[config.mk]
export PLATFORM = sky130hd
export DESIGN_NAME = if_fetch_unit
export DESIGN_NICKNAME = d
export VERILOG_FILES = /design/src/rtl/riscv_pipeline_pkg.sv /design/src/rtl/if_fetch_unit.sv
export SDC_FILE = /design/constraint.sdc
export NUM_CORES = 1
export LEC_CHECK = 0
export ABC_CLOCK_PERIOD_IN_PS = 6000
export BUFFER_PORTS_ARGS = -buffer_cell sky130_fd_sc_hd__buf_2
export CORE_MARGIN = 3
export CORE_UTILIZATION = 52
export DETAILED_ROUTE_END_ITERATION = 7
export PLACE_DENSITY_LB_ADDON = 0.15
export SKIP_CTS_REPAIR_TIMING = 1
export SLEW_MARGIN = 5
export SYNTH_ARGS = -nofsm -noshare
export SYNTH_HDL_FRONTEND = slang
export SYNTH_SLANG_ARGS = --single-unit
[constraint.sdc]
create_clock -name clk -period 6 [get_ports clk]
set_clock_uncertainty 0.05 [all_clocks]
set_input_delay 0.3 -clock clk [delete_from_list [all_inputs] [get_ports clk]]
set_output_delay 0.3 -clock clk [all_outputs]
set_load 0.01 [all_outputs]
[src/rtl/riscv_pipeline_pkg.sv]
// Shared definitions for the RISC-V pipeline: fetch FSM encoding and
// instruction-stream constants.
package riscv_pipeline_pkg;

    // Fetch unit control states.
    //   ST_WAIT  : one idle cycle after reset release, no memory request.
    //   ST_FETCH : normal sequential fetch.
    //   ST_DROP  : a redirect arrived while a read was in flight; the word
    //              returned for that read is thrown away.
    typedef enum logic [1:0] {
        ST_WAIT  = 2'b00,
        ST_FETCH = 2'b01,
        ST_DROP  = 2'b10
    } fetch_state_e;

    // addi x0, x0, 0 -- bubble injected into IF/ID when fetch cannot deliver.
    localparam logic [31:0] NOP_INSTR_DEFAULT = 32'h0000_0013;

    // Instructions are word aligned; low two bits of a target are ignored.
    localparam logic [31:0] PC_ALIGN_MASK = 32'hFFFF_FFFC;

    localparam logic [31:0] PC_STEP = 32'd4;

    function automatic logic [31:0] align_pc(input logic [31:0] addr);
        return addr & PC_ALIGN_MASK;
    endfunction

endpackage

[src/rtl/if_fetch_unit.sv]
// Instruction fetch unit: owns the PC, issues instruction-memory reads,
// handles redirects that arrive while a read is still pending, and feeds
// the IF/ID register (with a NOP bubble whenever it cannot deliver).
module if_fetch_unit
    import riscv_pipeline_pkg::*;
#(
    parameter logic [31:0] RESET_PC  = 32'h0000_0000,
    parameter logic [31:0] NOP_INSTR = NOP_INSTR_DEFAULT
) (
    input  logic        clk,
    input  logic        reset,
    input  logic        stall,
    input  logic        branch_jump_signal,
    input  logic [31:0] branch_target,
    output logic        imem_read,
    output logic [31:0] imem_address,
    input  logic [31:0] imem_readdata,
    input  logic        imem_busywait,
    output logic [31:0] pc_out,
    output logic [31:0] pc_4_out,
    output logic [31:0] instruction_out,
    output logic        busywait
);

    fetch_state_e state_q;
    logic [31:0]  pc_q;
    logic [31:0]  redirect_pc_q;
    logic         imem_read_q;

    logic [31:0]  pc_plus4;
    logic [31:0]  target_aligned;

    assign pc_plus4       = pc_q + PC_STEP;
    assign target_aligned = align_pc(branch_target);

    // Fetch FSM: state, PC, pending redirect and the read request are all
    // registered here so reset clears every one of them asynchronously.
    always_ff @(posedge clk or negedge reset) begin
        if (!reset) begin
            state_q       <= ST_WAIT;
            pc_q          <= RESET_PC;
            redirect_pc_q <= RESET_PC;
            imem_read_q   <= 1'b0;
        end else begin
            case (state_q)
                ST_WAIT: begin
                    state_q     <= ST_FETCH;
                    imem_read_q <= 1'b1;
                end

                ST_FETCH: begin
                    imem_read_q <= 1'b1;
                    if (branch_jump_signal) begin
                        if (imem_busywait) begin
                            // Read still pending: remember where to go and
                            // keep the address stable until memory answers.
                            redirect_pc_q <= target_aligned;
                            state_q       <= ST_DROP;
                        end else begin
                            // Redirect wins over a simultaneous stall.
                            pc_q <= target_aligned;
                        end
                    end else if (!imem_busywait && !stall) begin
                        pc_q <= pc_plus4;
                    end
                end

                ST_DROP: begin
                    imem_read_q <= 1'b1;
                    if (branch_jump_signal) begin
                        redirect_pc_q <= target_aligned;
                    end
                    if (!imem_busywait) begin
                        // A redirect in this same cycle is the newest one.
                        pc_q    <= branch_jump_signal ? target_aligned : redirect_pc_q;
                        state_q <= ST_FETCH;
                    end
                end

                default: begin
                    state_q     <= ST_WAIT;
                    pc_q        <= RESET_PC;
                    imem_read_q <= 1'b0;
                end
            endcase
        end
    end

    // IF/ID handshake: deliver the memory word only in a clean FETCH cycle.
    always_comb begin
        busywait = (state_q != ST_FETCH) || imem_busywait || stall || branch_jump_signal;
        instruction_out = busywait ? NOP_INSTR : imem_readdata;
    end

    assign imem_read    = imem_read_q;
    assign imem_address = pc_q;
    assign pc_out       = pc_q;
    assign pc_4_out     = pc_plus4;

endmodule
# Yosys cells after proc, flatten, opt, wreduce, memory -nomap -nowiden
# Index checks and enable logic that the tools add are counted.
# Widths: inputs -> output; s select.
# op_classes
eq_ne,8
addsub,1
n_mux,15
bitwise,1
reduce_logical,12
# ops
operator,count
$mux 32,8
$pmux 32 s3,1
$pmux 32 s2,1
$add 32x3->32 const B,1
$mux 2,3
$ne 2x2->1 const B,3
$ne 3x3->1 const B,2
$pmux 2 s3,1
$reduce_and 3->1,2
$reduce_and 4->1,1
$logic_or 1x1->1,3
$reduce_or 3->1,1
$eq 2x1->1 const B,1
$eq 2x2->1 const B,1
$logic_not 1->1,2
$logic_not 2->1,1
$ne 2x1->1 const B,1
$reduce_bool 2->1,1
$logic_and 1x1->1,1
$mux 1,1
$not 1->1,1
# word_totals
inputBits,69
elab_cells,41
out_inout_bits,130
register_bits,67

# Depth between registers and ports, before layout
# depth
ltp_word,5
ltp_mapped,9
mapped_depth_nobuf,7

# Worst setup path before layout
# Ideal clock, no wire load.
# synth_path
kind,register -> output
from,"register pc_q[2], in the netlist imem_address[2]"
to,output port pc_4_out[30]
path_buffers,1
stages_incl_launch_ff,8
path_slack_ns,3.649
required_time_ns,5.650
arrival_time_ns,2.001
path_cell_list,dfrtp_1 -> ha_1 -> nand3_2 -> nor4_4 -> and2_0 -> buf_2 -> nand2_1 -> xnor2_1
# synth_via
elab_chain_len,1
# synth_rtl
item,line,text
"start, declared",if_fetch_unit.sv:26,logic [31:0] pc_q;
"start signal, assigned",if_fetch_unit.sv:61,pc_q <= target_aligned;
"start signal, assigned",if_fetch_unit.sv:64,pc_q <= pc_plus4;
"start signal, assigned",if_fetch_unit.sv:75,pc_q <= branch_jump_signal ? target_aligned : redirect_pc_q;
$add 32x3->32,if_fetch_unit.sv:33,assign pc_plus4 = pc_q + PC_STEP;
"end, declared",if_fetch_unit.sv:20,"output logic [31:0] pc_4_out,"
# Every way passes these cells.

# Worst setup path in the final report
# layout_path
from,"register pc_q[3], in the netlist imem_address[3]"
to,output port pc_4_out[26]
# The elaborated chain is that of the path after synthesis.

==> key figures <==
Route
  • First drt pass iteration count: 5
  • Vias per inst: 5.75
  • Drt wl/cell: 17.2 um
  • DRC: 0
  • Antenna Nets Post-Route: 0
  • Via Count: 4,211
  • Initial drt markers: 372
  • DRT Wirelength: 12,600 um

Global routing
  • Initial antenna violation count: 0
  • Aggregate global routing overflow: 0
  • Largest net degree at the start of global routing: 68
  • Number of global-route vias before repair: 4,053
  • Global-route wire length before repair: 20,400 um
  • Tot GR Track Use: 0.254

Timing
  • Fin crit period: 3.26 ns
  • Hold Vio Cnt, Final: 0
  • Tcrit/Tclk final: 0.543
  • Unrepaired setup endpoints after global routing: false
  • Slew HR: 0.188
  • Final Max Tran Viols: 0
  • Final setup viols: 0
  • Worst Max-Slew Pin Slew: 1.21 ns
  • Hold Slack: 0.0999 ns
  • TNS Setup: 0 ns
  • Fmax: 0.307 GHz

Floorplanning
  • IO Pins: 199
  • Die span in x: 99.3 um
  • Die area: 9850 um2
  • Initial Utilization: 0.542
  • Core ar.: 8340 um2
  • Die H: 99.3 um
  • Row Count: 33

Logic synthesis
  • Yosys warnings: 0
  • Area leader, netlist: dfrtp_1
  • Syn Nets: 554
  • Yosys reg bits: 67
  • Yosys cell types: 62
  • Post-synthesis sequential area ratio: 0.371
  • Mapped cell area: 4520 um2
  • Yosys top cell area share: 0.371
  • Top post-synthesis cells by area: dfrtp_1 (37%), mux2_2 (7.7%), buf_4 (5.8%), and2_1 (4.6%), o21ai_0 (3.8%)
  • Post-synthesis async set-or-reset flop share: 1.00
  • Syn Inst Count: 480
  • Mean Syn Cell Area: 9.42 um2
  • Post-synth EDFFs: 0
  • Dominant synthesized flop cell: dfrtp_1

Clock tree
  • Clk root buf: clkbuf_8
  • Inserted Clock Buffers: 9
  • CTS tree: done
  • Clock transition at path regs: 0.07 ns
  • H-tree levels: 3
  • Clock tree buffer depth: 2
  • CTS sink cnt: 67
  • Later-pin clock latency in the skew report: 0.34 ns

Run status
  • Status: completed

Power and ir drop
  • PD cells: 473 nW/um2
  • VDD IR max: 0.240 mV
  • LEAKAGE: 2.78 nW

Final layout
  • Most frequent cells in the layout: buf_2 (196), dfrtp_1 (67), nand2_1 (43)
  • Share of layout cells above drive strength 1: 0.418
  • Sequential Area: 1680 um2
  • # diodes: 0
  • Final Util: 0.651
  • Most common cell after layout, fill and taps aside: buf_2
  • FILL cells: 717
  • Total Nets Final: 696
  • Area delta synth->final: 20.1%
  • Area of the multi-input gates: 2340 um2

Setup path
  • Arrival time at the worst endpoint: 2.91 ns
  • Path type of the worst setup path: register to output port
  • Setup crit end kind: output port
  • Reg-to-reg startpoint: state_q[0]
  • CP max FO: 10
  • Worst r2r dst: imem_address[23]
  • Worst Path Required: 5.65 ns
  • CP startpoint kind: register
  • Reg2Reg Setup Slack: 3.09 ns
  • R2R depth: 7

Worst hold path
  • HP Class: input pin to asynchronous set/reset pin

Place
  • I/O Buffers: 196
  • Final Wtd Congestion: 0.926
  • DP HPWL: 9130 um

Job
  • Number of max-cap violations: 0
-- kinds of logic after synthesis --
group / synth area share
and+or+nand+nor: 0.197
adders and majority gates: 0.0138
muxes: 0.0794
buffers and inverters: 0.115
AOI/OAI and AO/OA: 0.170
DFF: 0.371
xor gates and xnor gates: 0.0542
-- where the power goes --
group          internal (mW)  switching (mW)
logic                  0.528           0.707
registers              0.645           0.259
clock network          0.256           0.173
-- worst max path at each step --
stage	startpoint	endpoint	slack, ns	depth (start not counted)
global placement	state_q[1]	instruction_out[9]	2.89	6
finish	imem_address[3]	pc_4_out[26]	2.74	7
global route	state_q[1]	instruction_out[5]	2.48	6
CTS	state_q[1]	instruction_out[9]	2.41	6
floorplan	imem_address[2]	pc_4_out[30]	3.65	7
detailed placement	state_q[1]	instruction_out[9]	2.78	6
-- cell usage after synthesis (3+ instances only) --
cell and n:
dfrtp_1 67, nand2_1 43, buf_4 35, o21ai_0 34, and2_1 33, mux2_2 31
clkbuf_1 22, nor2_1 21, xnor2_1 16, nand3_1 14, nor3_1 12, xor2_1 12
a21oi_1 11, a22oi_1 11, inv_1 11, a222oi_1 10, nand4_1 10, a22o_1 8
ha_1 5, nand2b_1 5, clkbuf_8 4, o22ai_1 4, a31oi_1 3, buf_1 3
nor2b_1 3, nor4_1 3, o2bb2ai_1 3, o311ai_1 3, o31ai_1 3
-- area by class of cell --
class,count,area share
clock buffers,12,0.0286
clock inverters,4,0.0134
inverters,11,0.00761
multi-input cells,333,0.431
flip-flops and latches,67,0.309
well taps,105,0.0242
repair buffers,200,0.186
-- worst max-delay path, cell delays in order, from the launching register on --
cell      delay (ns)
dfrtp_1         0.53
ha_1            0.36
nand3_2         0.25
nor4_4          0.58
and2_0          0.40
nand2b_1        0.15
xnor2_1         0.15
buf_2           0.15
-- flip-flops by register name, indices dropped and copies added (netlist names) --
name	count
imem_read	1
state_q	2
imem_address	32
redirect_pc_q	32
-- stage by stage --
step | total power, mW | cell area (um2) | instances | setup WS, ns
after floorplan | 1.83 | 4520 | 480 | 3.65
after global placement | 2.10 | 5190 | 716 | 2.89
after detailed placement | 2.14 | 5190 | 716 | 2.78
after CTS | 2.57 | 5420 | 732 | 2.41
after global routing | 2.75 | 5430 | 732 | 2.48
final | 2.57 | 5430 | 732 | 2.74
-- metal layers --
layer,part of all wire,vias up,track usage,wire (um)
met2,0.49,189,0.418,6220
met4,0.013,0,0.0914,168
met5,0,-,0,0
met3,0.076,17,0.0484,953
met1,0.42,2024,0.336,5230
li1,-,1981,-,-
Power figures use the tool's default switching activity.
